File: src/rtl/booth_multiplier_pkg.sv
// Shared types and sizing for the Booth multiplier: FSM state encoding,
// default operand width and the step-counter width helper.
package mult_pkg;

  localparam int DEFAULT_WIDTH = 32;

  typedef enum logic [1:0] {
    IDLE = 2'd0,
    RUN  = 2'd1,
    DONE = 2'd2
  } state_e;

  // Counter must hold the value WIDTH itself, hence WIDTH+1.
  function automatic int count_width(input int width);
    return $clog2(width + 1);
  endfunction

  localparam int DEFAULT_COUNT_W = count_width(DEFAULT_WIDTH);

endpackage

File: src/rtl/booth_multiplier_if.sv
// Start/busy/done handshake and operand/result bus between the control unit
// (master) and the Booth multiplier (slave).
interface booth_multiplier_if
  import mult_pkg::*;
#(
  parameter int WIDTH = DEFAULT_WIDTH
);

  logic             start;
  logic [WIDTH-1:0] a;
  logic [WIDTH-1:0] b;
  logic             busy;
  logic             done;
  logic [WIDTH-1:0] hi;
  logic [WIDTH-1:0] lo;

  modport master (
    output start, a, b,
    input  busy, done, hi, lo
  );

  modport slave (
    input  start, a, b,
    output busy, done, hi, lo
  );

endinterface

File: src/rtl/booth_multiplier_step.sv
// One radix-2 Booth iteration: conditional add/subtract of M selected by
// {Q[0], q_1}, then an arithmetic right shift of {ACC, Q, q_1}.
module booth_step
  import mult_pkg::*;
#(
  parameter int WIDTH = DEFAULT_WIDTH
) (
  input  logic [WIDTH:0]   acc,
  input  logic [WIDTH-1:0] q,
  input  logic             q_1,
  input  logic [WIDTH:0]   m,
  output logic [WIDTH:0]   acc_next,
  output logic [WIDTH-1:0] q_next,
  output logic             q_1_next
);

  logic [WIDTH:0] sum;

  always_comb begin
    case ({q[0], q_1})
      2'b01:   sum = acc + m;
      2'b10:   sum = acc - m;
      default: sum = acc;
    endcase
  end

  // ACC carries one guard bit, so its MSB is the true sign to replicate.
  assign acc_next = {sum[WIDTH], sum[WIDTH:1]};
  assign q_next   = {sum[0], q[WIDTH-1:1]};
  assign q_1_next = q[0];

endmodule

File: src/rtl/booth_multiplier.sv
// Sequential signed multiplier (radix-2 Booth, one step per clock) with a
// start/busy/done handshake. Define BOOTH_MULT_ZERO_BYPASS_EN to finish
// zero-operand requests in a single cycle.
module booth_multiplier
  import mult_pkg::*;
#(
  parameter int WIDTH = DEFAULT_WIDTH
) (
  input  logic                clk,
  input  logic                reset,
  booth_multiplier_if.slave   bus
);

  localparam int CW = count_width(WIDTH);

  state_e           state_q, state_d;
  logic [WIDTH:0]   m_q, m_d;
  logic [WIDTH:0]   acc_q, acc_d;
  logic [WIDTH-1:0] q_q, q_d;
  logic             q1_q, q1_d;
  logic [CW-1:0]    count_q, count_d;
  logic [WIDTH-1:0] hi_q, hi_d;
  logic [WIDTH-1:0] lo_q, lo_d;
  logic             done_q, done_d;
  logic             busy_q, busy_d;

  logic [WIDTH:0]   step_acc;
  logic [WIDTH-1:0] step_q;
  logic             step_q1;

  booth_step #(.WIDTH(WIDTH)) u_step (
    .acc      (acc_q),
    .q        (q_q),
    .q_1      (q1_q),
    .m        (m_q),
    .acc_next (step_acc),
    .q_next   (step_q),
    .q_1_next (step_q1)
  );

  // NOTE: every signal gets a default first so no path leaves it unassigned,
  // which is what keeps this block from inferring latches.
  always_comb begin
    state_d = state_q;
    m_d     = m_q;
    acc_d   = acc_q;
    q_d     = q_q;
    q1_d    = q1_q;
    count_d = count_q;
    hi_d    = hi_q;
    lo_d    = lo_q;
    done_d  = 1'b0;

    case (state_q)
      IDLE: begin
        if (bus.start) begin
`ifdef BOOTH_MULT_ZERO_BYPASS_EN
          if (bus.a == '0 || bus.b == '0) begin
            hi_d    = '0;
            lo_d    = '0;
            done_d  = 1'b1;
            state_d = DONE;
          end else begin
            m_d     = {bus.a[WIDTH-1], bus.a};
            q_d     = bus.b;
            acc_d   = '0;
            q1_d    = 1'b0;
            count_d = CW'(WIDTH);
            state_d = RUN;
          end
`else
          m_d     = {bus.a[WIDTH-1], bus.a};
          q_d     = bus.b;
          acc_d   = '0;
          q1_d    = 1'b0;
          count_d = CW'(WIDTH);
          state_d = RUN;
`endif
        end
      end

      RUN: begin
        acc_d   = step_acc;
        q_d     = step_q;
        q1_d    = step_q1;
        count_d = count_q - CW'(1);
        // Final step: publish the post-shift product in the same edge.
        if (count_q == CW'(1)) begin
          hi_d    = step_acc[WIDTH-1:0];
          lo_d    = step_q;
          done_d  = 1'b1;
          state_d = DONE;
        end
      end

      DONE: state_d = IDLE;

      default: state_d = IDLE;
    endcase

    busy_d = (state_d != IDLE);
  end

  // NOTE: state registers use non-blocking assignments so all of them
  // sample the pre-edge values, independent of statement order.
  always_ff @(posedge clk or posedge reset) begin
    if (reset) begin
      state_q <= IDLE;
      m_q     <= '0;
      acc_q   <= '0;
      q_q     <= '0;
      q1_q    <= 1'b0;
      count_q <= '0;
      hi_q    <= '0;
      lo_q    <= '0;
      done_q  <= 1'b0;
      busy_q  <= 1'b0;
    end else begin
      state_q <= state_d;
      m_q     <= m_d;
      acc_q   <= acc_d;
      q_q     <= q_d;
      q1_q    <= q1_d;
      count_q <= count_d;
      hi_q    <= hi_d;
      lo_q    <= lo_d;
      done_q  <= done_d;
      busy_q  <= busy_d;
    end
  end

  assign bus.busy = busy_q;
  assign bus.done = done_q;
  assign bus.hi   = hi_q;
  assign bus.lo   = lo_q;

endmodule

File: src/flat_wrapper.sv
// flat-port wrapper written by rule: the top's interface ports become plain ports
module booth_multiplier_flat import mult_pkg::*;
#(
  parameter int WIDTH = DEFAULT_WIDTH
)
  (clk, reset, bus_start, bus_a, bus_b, bus_busy, bus_done, bus_hi, bus_lo);
  booth_multiplier_if #(.WIDTH(WIDTH)) bus_i ();
  input  logic clk;
  input  logic reset;
  input wire logic [$bits(bus_i.start)-1:0] bus_start;
  input wire logic [$bits(bus_i.a)-1:0] bus_a;
  input wire logic [$bits(bus_i.b)-1:0] bus_b;
  output wire logic [$bits(bus_i.busy)-1:0] bus_busy;
  output wire logic [$bits(bus_i.done)-1:0] bus_done;
  output wire logic [$bits(bus_i.hi)-1:0] bus_hi;
  output wire logic [$bits(bus_i.lo)-1:0] bus_lo;
  assign bus_i.start = bus_start;
  assign bus_i.a = bus_a;
  assign bus_i.b = bus_b;
  assign bus_busy = bus_i.busy;
  assign bus_done = bus_i.done;
  assign bus_hi = bus_i.hi;
  assign bus_lo = bus_i.lo;
  booth_multiplier #(.WIDTH(WIDTH)) u_core (.clk(clk), .reset(reset), .bus(bus_i));
endmodule
File: config.mk
export PLATFORM = sky130hd
export DESIGN_NAME = booth_multiplier_flat
export DESIGN_NICKNAME = d
export VERILOG_FILES = /design/src/rtl/booth_multiplier_pkg.sv /design/src/rtl/booth_multiplier_if.sv /design/src/rtl/booth_multiplier_step.sv /design/src/rtl/booth_multiplier.sv /design/src/flat_wrapper.sv
export SDC_FILE = /design/constraint.sdc
export NUM_CORES = 1
export LEC_CHECK = 0
export ABC_CLOCK_PERIOD_IN_PS = 6450
export BUFFER_PORTS_ARGS = -buffer_cell sky130_fd_sc_hd__buf_2
export CAP_MARGIN = 20
export CORE_MARGIN = 2
export CORE_UTILIZATION = 35
export DETAILED_ROUTE_END_ITERATION = 8
export PLACE_DENSITY = 0.61
export SYNTH_ARGS = -nofsm -noshare
export SYNTH_HDL_FRONTEND = slang
export SYNTH_SLANG_ARGS = --single-unit
File: constraint.sdc
create_clock -name clk -period 6.45 [get_ports clk]
set_clock_uncertainty 0.15 [all_clocks]
set_input_delay 1.29 -clock clk [delete_from_list [all_inputs] [get_ports clk]]
set_output_delay 1.29 -clock clk [all_outputs]
set_load 0.02 [all_outputs]
==> results.md <==
Setup path:
- The largest fanout of any net on the critical path is 6.
- The startpoint of the worst-slack reg-to-reg timing path is u_core.m_q[4]$_DFFE_PP0P_.
- The worst register-to-register path ends at u_core.bus.hi[31]$_DFFE_PP0P_.
- In this run the worst setup path terminates at u_core.bus.hi[31]$_DFFE_PP0P_.
- STA classifies the critical path startpoint as a flip-flop.
- The critical path class is flip-flop to flip-flop.
- The launch point of the worst path is u_core.m_q[4]$_DFFE_PP0P_.
- The endpoint type of the worst setup path is a flip-flop.
- The required time of the worst setup path is 6.64 ns.
- The logic depth of the worst register-to-register path is 17.
- The critical path data arrival time is roughly 4.9 ns.
- The internal reg-to-reg setup slack is 1.72 ns.

GRT:
- The first-pass GRT wire length is 39.5 mm.
- The pin count of the biggest net entering global routing is 82.
- In the global route stage, overall resource usage came out at between 10% and 20%.
- The number of antenna violations at the first check in global routing is 0.
- The number of global-route vias before repair is around 7500.
- The final global-route overflow total is 0.

Routing:
- The detail-routed net length per standard cell is 15.8 µm.
- The via count normalized by instance count is 5.12.
- The number of DRC markers in iteration 0 is approximately 610.
- The detailed-route via count is ~8000.
- The count of nets left with antenna violations once routing finished came out at 0.
- For this run, design rule violations remaining after detail routing come to 13.
- For this run, the detailed router's first-pass iteration total came to 7.
- Wires add up to between 20 and 25 mm.

Synthesis:
- Yosys mapped the design onto 68 distinct sky130hd cell types.
- The synthesized design contains 0 enable-type register cells.
- Yosys printed 0 warnings.
- The total of flip-flops plus latches after synthesis is 171.
- The sequential element share of the synthesized area is 45.8%.
- The biggest area contributor in the post-synthesis netlist is sky130_fd_sc_hd__dfrtp_1.
- Among all flip-flop cells after synthesis, the most frequent one is sky130_fd_sc_hd__dfrtp_1.
- The number of nets handed over by synthesis was 1182.
- Synthesis produced a netlist whose cell count is 1078.
- The synthesized netlist occupies a cell area of around 0.0093 mm².
- The portion of synthesized cell area occupied by the leading cell type is 45.8%.
- After synthesis, the mean cell area works out to 8.66 µm².
- In the post-synthesis netlist, the biggest area contributors are sky130_fd_sc_hd__dfrtp_1, sky130_fd_sc_hd__nand2_1, sky130_fd_sc_hd__o21ai_0.
- Counting flops with an async set or reset pin after synthesis yields a share of 100%.

Finish:
- Measured on the finished design, the core utilization comes to between 40% and 50%.
- From synthesis to final layout, the design area changed by 17.0%.
- In the layout the commonest cells are sky130_fd_sc_hd__nand2_1, sky130_fd_sc_hd__dfrtp_1, sky130_fd_sc_hd__buf_2.
- The number of fillers in the final layout is between 2000 and 3000.
- The library cell used most frequently in the layout, excluding fill and tap cells, is sky130_fd_sc_hd__nand2_1.
- In the final design database the tool counted ~1300 nets.
- The number of antenna diodes in the final layout is 0.
- The post-route netlist has 17.1% of its cells at a drive strength greater than 1.

CTS:
- The root cell of the clock tree is sky130_fd_sc_hd__clkbuf_16.
- The clock passes through at most 2 buffers.
- The total CTS buffers is 17.
- After clock tree synthesis, the repair step resized 0 gates.
- The total number of H-tree levels is 4.
- The number of buffers inserted by hold repair at cts is 0.
- Clock latency on the worst-skew pair, taken at its later pin, is 0.43 ns.
- Buffers added to address setup during post-CTS repair amount to 0.
- The clock-pin slew of the registers on the worst-case setup and hold paths is ~0.07 ns.
- The clock tree from TritonCTS is done.
- The clock drives 171 sinks.

Place:
- The wire-length estimate of the detail-placed layout is 16.8 mm.
- Routability-driven placement finished with a final weighted congestion of about 0.9.
- The number of port buffers is 132.

STA:
- The final-report max-slew violation count is 0.
- The relative max-transition margin is 34.7%.
- The transition time of the tightest slew-check pin is between 0.9 and 1 ns.
- Setup repair after global routing left no endpoint under its margin.
- The total count of hold-check failures in the final report came to 0.
- Dividing the final minimum period by the clock period gives 73.3%.
- The setup-violating endpoint count in the final report is 0.
- The maximum clock frequency is 212 MHz.
- The post-layout minimum cycle time is 4.73 ns.
- After routing, the total negative slack on setup checks comes to 0 ns.

Status:
- The checks that failed: DRC.
- The flow ran to the end, but the final reports show violations.

Floorplan:
- Once the floorplan was initialized, standard cells occupied around 36% of the core.
- The die is 167 µm wide.
- Measured along the y axis, the die boundary spans 167 µm.
- The die outline area is roughly 0.028 mm².
- For this design the top-level I/O count stands at 133.
- After floorplanning, the core was sized to cover about 0.026 mm².
- The standard-cell row count is 59.

Min path:
- In this run the worst hold path is classified as flip-flop to flip-flop.

Job:
- Across the run, the number of max-cap violations was 0.
[area by class of cell]
class	instances	area (µm²)	share of cell area [%]
repair buffers	144	771	7.06
clock buffers	18	439	4.02
inverters	24	95.1	0.870
multi-input cells	826	4740	43.4
flip-flops and latches	171	4280	39.2
clock inverters	13	180	1.65
well taps	335	419	3.84
[Yosys cell counts, types with 12 or more instances]
master,count
sky130_fd_sc_hd__nand2_1,315
sky130_fd_sc_hd__inv_1,22
sky130_fd_sc_hd__nor2_1,47
sky130_fd_sc_hd__nand3_1,12
sky130_fd_sc_hd__a21oi_1,54
sky130_fd_sc_hd__a22oi_1,31
sky130_fd_sc_hd__nor2b_1,13
sky130_fd_sc_hd__dfrtp_1,171
sky130_fd_sc_hd__clkbuf_1,47
sky130_fd_sc_hd__o21ai_0,105
sky130_fd_sc_hd__nor3_1,12
sky130_fd_sc_hd__xnor2_1,46
sky130_fd_sc_hd__ha_1,36
[worst min-delay path by stage]
stage / from / end / cells past startpoint
floorplan: u_core.count_q[4]$_DFFE_PP0P_ / u_core.count_q[4]$_DFFE_PP0P_ / 1
global placement: u_core.bus.lo[10]$_DFFE_PP0P_ / u_core.bus.lo[10]$_DFFE_PP0P_ / 2
detailed placement: u_core.bus.lo[25]$_DFFE_PP0P_ / u_core.bus.lo[25]$_DFFE_PP0P_ / 2
CTS: u_core.bus.lo[27]$_DFFE_PP0P_ / u_core.bus.lo[27]$_DFFE_PP0P_ / 2
global route: u_core.bus.lo[13]$_DFFE_PP0P_ / u_core.bus.lo[13]$_DFFE_PP0P_ / 2
finish: u_core.bus.lo[27]$_DFFE_PP0P_ / u_core.bus.lo[27]$_DFFE_PP0P_ / 2
[routing by layer]
metal	vias to the layer above	share of wire (%)	track usage, %
met5	-	0	0
met3	20	4.4	2.43
met4	0	1.3	4.61
li1	3920	-	-
met1	3696	50	25.8
met2	202	44	26.8
[critical path, cell delays in order (launching register included)]
cell                       delay, ns
sky130_fd_sc_hd__dfrtp_1        0.43
sky130_fd_sc_hd__or4_4          0.56
sky130_fd_sc_hd__nor3_2         0.16
sky130_fd_sc_hd__nand2b_1       0.15
sky130_fd_sc_hd__nor2_1         0.14
sky130_fd_sc_hd__nand2_1        0.06
sky130_fd_sc_hd__nor2_1         0.38
sky130_fd_sc_hd__a21oi_1        0.15
sky130_fd_sc_hd__xnor2_1        0.15
sky130_fd_sc_hd__ha_1           0.38
sky130_fd_sc_hd__nand4_1        0.13
sky130_fd_sc_hd__or2_2          0.29
sky130_fd_sc_hd__o21ai_1        0.29
sky130_fd_sc_hd__a41o_1         0.36
sky130_fd_sc_hd__a21oi_2        0.10
sky130_fd_sc_hd__xnor2_2        0.16
sky130_fd_sc_hd__or3_2          0.41
sky130_fd_sc_hd__a31oi_1        0.17
[cells by family (layout without fill, tap and decap cells)]
logic type	Yosys count	count (layout)	share of synthesized area, %
AND/OR/NAND/NOR	441	441	20.2
AO/OA/AOI/OAI	276	276	18.3
flip-flops	171	171	45.8
buffers and inverters	81	199	3.51
XOR/XNOR	58	58	5.52
adder cells (fa/ha/maj)	37	37	5.04
multiplexers	14	14	1.61
[sequential cells by signal (all words and copies together) (netlist names)]
register / flops
u_core.acc_q: 32
u_core.bus.busy: 1
u_core.bus.done: 1
u_core.bus.hi: 32
u_core.bus.lo: 32
u_core.count_q: 6
u_core.m_q: 32
u_core.q1_q: 1
u_core.q_q: 32
u_core.state_q: 2
[through the flow]
stage          worst slack [ns]  instance area [µm²]  cells  hold WS, ns
2_1_floorplan             0.378                 9340   1078        0.300
3_3_place_gp               1.81                10300   1499        0.302
3_5_place_dp               1.73                10300   1499        0.307
4_1_cts                    1.70                10900   1530        0.325
5_1_grt                    1.35                10900   1531        0.340
6_report                   1.72                10900   1531        0.320
Power is left out: the tool's default activity adds up to more than one toggle a clock period on the data nets, which glitch-free logic cannot reach.
